<file path="config.mk">
export PLATFORM = sky130hd
export DESIGN_NAME = wic_ctrl_param
export DESIGN_NICKNAME = d
export VERILOG_FILES = /design/src/rtl/wic_pkg.sv /design/src/rtl/wic_src_cell.sv /design/src/rtl/wic_ctrl_param.sv
export SDC_FILE = /design/constraint.sdc
export NUM_CORES = 1
export LEC_CHECK = 0
export ABC_AREA = 1
export BUFFER_PORTS_ARGS = -buffer_cell sky130_fd_sc_hd__buf_4
export CAP_MARGIN = 0
export CORE_MARGIN = 1.5
export CORE_UTILIZATION = 42
export DETAILED_ROUTE_END_ITERATION = 8
export PLACE_DENSITY = 0.76
export REMOVE_ABC_BUFFERS = 1
export SLEW_MARGIN = 20
export SYNTH_ARGS = -nofsm -noshare
export SYNTH_HDL_FRONTEND = slang
export SYNTH_HIERARCHICAL = 1
export SYNTH_SLANG_ARGS = --single-unit
</file>
<file path="constraint.sdc">
create_clock -name FCLK -period 13.25 [get_ports FCLK]
set_input_delay 2.65 -clock FCLK [delete_from_list [all_inputs] [get_ports FCLK]]
set_output_delay 2.65 -clock FCLK [all_outputs]
set_load 0.1 [all_outputs]
</file>
<file path="src/rtl/wic_pkg.sv">
// Shared state encoding and source index map for the wakeup interrupt controller.
package wic_pkg;

    typedef enum logic [1:0] {
        ST_OFF   = 2'd0,
        ST_ON    = 2'd1,
        ST_ARMED = 2'd2,
        ST_WAKE  = 2'd3
    } wic_state_t;

    localparam int unsigned SRC_NMI  = 0;
    localparam int unsigned SRC_RXEV = 1;
    localparam int unsigned IRQ_BASE = 2;

endpackage

</file>
<file path="src/rtl/wic_src_cell.sv">
// One wakeup source: mask bit, sticky pend bit, optional edge-select/prev (WIC_EDGE_DETECT_EN).
// Single-cycle sense latency; clear beats load beats accumulate.
module wic_src_cell
    import wic_pkg::*;
(
    input  logic clk,
    input  logic rst_n,
    input  logic clear,
    input  logic load,
    input  logic arm,
    input  logic mask_in,
`ifdef WIC_EDGE_DETECT_EN
    input  logic edge_in,
`endif
    input  logic src,
    output logic mask,
    output logic pend
);

    logic mask_q, mask_d;
    logic pend_q, pend_d;
    logic hit;
`ifdef WIC_EDGE_DETECT_EN
    logic edge_q, edge_d;
    logic prev_q, prev_d;
`endif

    always_comb begin
        mask_d = mask_q;
        pend_d = pend_q;
`ifdef WIC_EDGE_DETECT_EN
        edge_d = edge_q;
        // prev tracks the source in every state so a pre-armed high level never fires
        prev_d = src;
        hit    = edge_q ? (src & ~prev_q) : src;
`else
        hit    = src;
`endif
        if (clear) begin
            mask_d = 1'b0;
            pend_d = 1'b0;
`ifdef WIC_EDGE_DETECT_EN
            edge_d = 1'b0;
`endif
        end else if (load) begin
            mask_d = mask_in;
`ifdef WIC_EDGE_DETECT_EN
            edge_d = edge_in;
`endif
        end else if (arm) begin
            pend_d = pend_q | (mask_q & hit);
        end
    end

    always_ff @(posedge clk) begin
        if (!rst_n) begin
            mask_q <= 1'b0;
            pend_q <= 1'b0;
`ifdef WIC_EDGE_DETECT_EN
            edge_q <= 1'b0;
            prev_q <= 1'b0;
`endif
        end else begin
            mask_q <= mask_d;
            pend_q <= pend_d;
`ifdef WIC_EDGE_DETECT_EN
            edge_q <= edge_d;
            prev_q <= prev_d;
`endif
        end
    end

    assign mask = mask_q;
    assign pend = pend_q;

endmodule

</file>
<file path="src/rtl/wic_ctrl_param.sv">
// Parametrised WIC: arms a sense mask at sleep entry, latches events and raises WAKEUP.
// Event to WAKEUP is 2 FCLK edges; optional per-source edge sensing via WIC_EDGE_DETECT_EN.
module wic_ctrl_param
    import wic_pkg::*;
#(
    parameter int unsigned NUM_IRQ = 32
) (
    input  logic                 FCLK,
    input  logic                 PORESETn,
    input  logic                 WICENREQ,
    output logic                 WICENACK,
    input  logic                 WICLOAD,
    input  logic                 WICCLEAR,
    input  logic [NUM_IRQ+1:0]   WICMASK,
`ifdef WIC_EDGE_DETECT_EN
    input  logic [NUM_IRQ+1:0]   WICEDGE,
`endif
    input  logic                 NMI,
    input  logic                 RXEV,
    input  logic [NUM_IRQ-1:0]   IRQ,
    output logic [NUM_IRQ+1:0]   WICSENSE,
    output logic [NUM_IRQ+1:0]   WICPEND,
    output logic                 WAKEUP
);

    localparam int unsigned NUM_SRC = NUM_IRQ + 2;

    wic_state_t state_q, state_d;
    logic       ack_q, ack_d;
    logic       wakeup_q, wakeup_d;
    logic       clear, load, arm;
    logic [NUM_SRC-1:0] src_vec, mask_vec, pend_vec;

    assign src_vec[SRC_NMI]                = NMI;
    assign src_vec[SRC_RXEV]               = RXEV;
    assign src_vec[NUM_SRC-1:IRQ_BASE]     = IRQ;

    // Priority: enable drop > clear > load > new event
    always_comb begin
        state_d = state_q;
        clear   = 1'b0;
        load    = 1'b0;
        arm     = 1'b0;
        if (state_q == ST_OFF) begin
            if (WICENREQ) state_d = ST_ON;
        end else if (!WICENREQ) begin
            state_d = ST_OFF;
            clear   = 1'b1;
        end else if (WICCLEAR) begin
            state_d = ST_ON;
            clear   = 1'b1;
        end else if (state_q == ST_ON) begin
            if (WICLOAD) begin
                state_d = ST_ARMED;
                load    = 1'b1;
            end
        end else begin
            arm = 1'b1;
            if (state_q == ST_ARMED && |pend_vec) state_d = ST_WAKE;
        end
        ack_d    = (state_d != ST_OFF);
        wakeup_d = (state_d == ST_WAKE);
    end

    always_ff @(posedge FCLK) begin
        if (!PORESETn) begin
            state_q  <= ST_OFF;
            ack_q    <= 1'b0;
            wakeup_q <= 1'b0;
        end else begin
            state_q  <= state_d;
            ack_q    <= ack_d;
            wakeup_q <= wakeup_d;
        end
    end

    for (genvar i = 0; i < NUM_SRC; i++) begin : g_src
        wic_src_cell u_cell (
            .clk     (FCLK),
            .rst_n   (PORESETn),
            .clear   (clear),
            .load    (load),
            .arm     (arm),
            .mask_in (WICMASK[i]),
`ifdef WIC_EDGE_DETECT_EN
            .edge_in (WICEDGE[i]),
`endif
            .src     (src_vec[i]),
            .mask    (mask_vec[i]),
            .pend    (pend_vec[i])
        );
    end

    assign WICENACK = ack_q;
    assign WAKEUP   = wakeup_q;
    assign WICSENSE = mask_vec;
    assign WICPEND  = pend_vec;

endmodule

</file>
# After elaboration in Yosys (flattened, before gate mapping)
# Index checks and enable logic that the tools add are counted.
# classes
n_lt_le_gt_ge,0
n_addsub,0
bitwise,70
multipliers,0
muxes,19
shifts,0
div_mod_pow,0
n_eq_ne,3
n_reduce_logical,6
# ops
operator,count
1-bit AND,34
1-bit bitwise OR,34
34-bit OR reduction,1
2-bit 2-to-1 mux,7
1-bit 2-to-1 mux,12
2-bit equality test (second input constant),2
2-bit by 1-bit equality test with 1-bit output (second input constant),1
2-bit logical NOT,1
1-bit NOT,2
2-bit AND reduction,1
2-bit nonzero test,1
2-bit OR reduction,1
1-bit logical AND,1
# word_totals
elab_cells,169
reg_bits,72
ramBits,0
rom_bits,0
latch_bits,0
out_inout_bits,70
memories,0

# Logic depth before layout (Yosys ltp)
# logic_depth
depth_word,8
depth_mapped,10

# Hierarchy
# The synthesis kept the hierarchy.
# by_module_without_submodules
mod,area_each_um2,cells_per_inst,instances
wic_src_cell,90.1,13,34
wic_ctrl_param,292.8,50,1

# Least setup slack after synthesis
# OpenSTA, ideal clock, no wires.
# synth_timing
path_type,input to register
from,in WICCLEAR
to,reg g_src[0].u_cell.mask_q
t_arrival_ns,10.107
slack_ns,3.054
n_path_buf,0
setup_time_ns,0.089
stages,3
path_cell_list,nor4_1 a21oi_1 nor2_1
# synth_between
elab_chain_len,4
# synth_rtl
item,line_no,text
"start, declared",wic_ctrl_param.sv:13,"input logic WICCLEAR,"
1-bit 2-to-1 mux,wic_ctrl_param.sv:49,end else if (WICCLEAR) begin
1-bit 2-to-1 mux,wic_ctrl_param.sv:46,end else if (!WICENREQ) begin
1-bit 2-to-1 mux,wic_ctrl_param.sv:44,if (state_q == ST_OFF) begin
2-bit OR reduction (no line),-,
"end signal, assigned",wic_src_cell.sv:64,mask_q <= mask_d;
"end, declared",wic_src_cell.sv:20,"logic mask_q, mask_d;"
# Several ways; a longest one is shown, not always the timed one.
# A chain may end at the register's enable or synchronous reset.

# Worst setup path after layout
# layout_timing
from,reg g_src[1].u_cell.pend_q
to,out WICPEND[1]
# layout_lines
item,line_no,text
"start, declared",wic_src_cell.sv:21,"logic pend_q, pend_d;"
"start signal, assigned",wic_src_cell.sv:65,pend_q <= pend_d;
"end, declared",wic_ctrl_param.sv:22,"output logic [NUM_IRQ+1:0] WICPEND,"
# No word-level cell between the ends.

==> flow_metrics.tcl <==
set metrics [dict create \
    drv_slew 0 \
    fin_tns_setup_ns 0 \
    crit_type "reg2out" \
    hold_class "reg2reg" \
    core_area_sq_um 7730 \
    finalHoldViolCount 0 \
    ir_worst_vdd_uv 46.8 \
    clk_transition_reported_paths_ns 0.08 \
    htreeDepth 3 \
    routed-via-count 3316 \
    worst-path-buf-inv 1 \
    overflow 0 \
    die_h_um 92.4 \
    clkSinkCount 72 \
    drt_first_pass_iters 4 \
    ys.flop_type "dfxtp_1" \
    cp_top_family "flip-flops" \
    powerDensity_nw_per_um2 94.8 \
    grt_max_degree 37 \
    cts_buffers 9 \
    yosysSeqAreaShare 0.430 \
    cts_hold_buffers 0 \
    p_sw_mw 0.109 \
    diodes 0 \
    cpPeakStageDelay_ns 0.39 \
    p_int_mw 0.347 \
    p_leak_nw 2.36 \
    clockBufferDepth 2 \
    ys_warn_count 6 \
    p_sw_frac 0.239 \
    synth_area_leaders "dfxtp_1, inv_1, nand2_1" \
    rsz0062_at_grt "no" \
    worstPathArrival_ns 1.03 \
    syn_inst 492 \
    synth_commonest_cells "inv_1, nand2_1, dfxtp_1" \
    start_kind "flop" \
    skew_ns 0.00671 \
    drtAntennaViolNets 0 \
    place_area_sq_um 4590 \
    initial_core_util 0.434 \
    wl_um 8440 \
    portBuffers 142 \
    path_cells "buf_4" \
    clock_power_share 0.420 \
    antenna_found_initial 0 \
    post_route_cells_drive_above_1_share 0.359 \
    num_rows 32 \
    yosysUniqueCellTypes 14 \
    finalCriticalPeriod_ns 3.68 \
    synth_seq_cells 72 \
    slew_headroom 0.701 \
    cp_max_fo 3 \
    slowest_stage "dfxtp_1" \
    fmax_mhz 271 \
    drt-initial-drc-count 84 \
    max-cap-violations 0 \
    global_route.usage.total 0.204 \
    seqPwrFrac 0.479 \
    cts_setup_buffers 0 \
    status "completed" \
    syn2layout_area_growth_pct 43.4 \
    synth.cell_area_sq_um 3360 \
    grt_pass1_wl_um 13800 \
    end_kind "output port" \
    nets 722 \
    critPathRequiredTime_ns 10.60 \
    tightestPinTransition_ns 0.448 \
    finalInstanceArea_sq_um 4810 \
    async_flop_share 0 \
    dpl.hpwl_um 6080 \
    fin_crit_sh 0.278 \
    io_pins 143 \
    avgSynthCellArea_sq_um 6.82 \
    clockRootBuffer "clkbuf_8" \
    post_drt_wl_per_cell_um 11.2 \
    die-area_sq_um 8530 \
    cts_resized 0 \
    setup_viol 0 \
    viasPerCell 4.39 \
    clk_latency_ns 0.33 \
    nFillCells 697 \
    synth_top_cell_by_area "dfxtp_1" \
    gp_congestion 0.744 \
    cts_tree "built" \
    yosysMostFrequentCell "inv_1" \
    drc 0 \
    synth_edf_count 0 \
    grt_pass1_vias 3183 \
    synth_top_area_share 0.430 \
    comb_power_share 0.102 \
    fp.dieW_um 92.4 \
]
metal layers:
layer / GRT usage / share of wire / vias to the layer above
met3: 0.0402 / 0.056 / 12
met5: 0 / 0 / -
met2: 0.373 / 0.50 / 100
li1: - / - / 1748
met4: 0.0846 / 0.013 / 0
met1: 0.229 / 0.43 / 1456
cell type report:
class                           count  area [sq um]  area share
Clock buffer                       10           138      0.0286
Timing Repair Buffer              146          1100       0.228
Tap cell                          102           128      0.0265
Inverter                          142           533       0.111
Clock inverter                      6          82.6      0.0172
Sequential cell                    72          1440       0.300
Multi-Input combinational cell    278          1390       0.289
cells by family (layout without fill, tap and decap cells):
family | Yosys count | after routing | synth area share
AND/OR/NAND/NOR | 208 | 208 | 0.265
flip-flops | 72 | 72 | 0.430
buffers and inverters | 142 | 304 | 0.159
AO/OA/AOI/OAI | 70 | 70 | 0.147
sequential cells by signal, indices dropped and copies added (netlist names):
name,flops
WAKEUP,1
WICENACK,1
g_src.u_cell/mask,34
g_src.u_cell/pend,34
state_q,2
worst min-delay path, delay by kind of cell, from the launching register on:
family,cells,cell delay [ns]
AOI/OAI and AO/OA,1,0.05
DFF,1,0.32
buffers and inverters,1,0.07
power by group through the flow:
| stage | Clock [mW] | Sequential (mW) | Combinational [mW] |
|---|---|---|---|
| floorplan | 0 | 0.232 | 0.0147 |
| global placement | 0 | 0.223 | 0.0460 |
| detailed placement | 0 | 0.223 | 0.0467 |
| CTS | 0.198 | 0.218 | 0.0468 |
| global route | 0.207 | 0.219 | 0.0505 |
| finish | 0.192 | 0.218 | 0.0464 |
metrics by stage:
step / hold WS (ns) / power (mW) / cells / setup WS, ns / utilization
finish: 0.482 / 0.456 / 756 / 9.57 / 0.623
global route: 0.500 / 0.476 / 756 / 9.50 / 0.623
CTS: 0.483 / 0.463 / 756 / 9.54 / 0.623
detailed placement: 0.471 / 0.270 / 740 / 9.27 / 0.594
global placement: 0.467 / 0.269 / 740 / 9.35 / 0.594
floorplan: 0.546 / 0.246 / 492 / 3.05 / -
final timing paths:
kind / startpoint / end / slack (ns) / cells after the start
setup / recovery: g_src[1].u_cell/pend$_SDFFE_PP0P_ / WICPEND[1] / 9.57 / 1
hold / removal: g_src[31].u_cell/pend$_SDFFE_PP0P_ / g_src[31].u_cell/pend$_SDFFE_PP0P_ / 0.48 / 2
setup reg to reg: state_q[0]$_SDFF_PN0_ / g_src[18].u_cell/mask$_SDFFE_PP0P_ / 11.64 / 6
hold reg to reg: g_src[31].u_cell/pend$_SDFFE_PP0P_ / g_src[31].u_cell/pend$_SDFFE_PP0P_ / 0.48 / 2
cell usage in the layout (no fill, tap or decap), types with 2 or more instances in the layout:
| master | Yosys | final |
|---|---|---|
| inv_1 | 142 | 142 |
| nand2_1 | 112 | 112 |
| nand4_1 | 2 | 2 |
| clkbuf_8 | 0 | 10 |
| a21oi_2 | 34 | 34 |
| nor2_2 | 35 | 35 |
| dfxtp_1 | 72 | 72 |
| clkinv_2 | 0 | 3 |
| buf_4 | 0 | 146 |
| nor2_1 | 55 | 55 |
| bufinv_16 | 0 | 2 |
| a21oi_1 | 34 | 34 |
(Power assumes the default switching activity.)
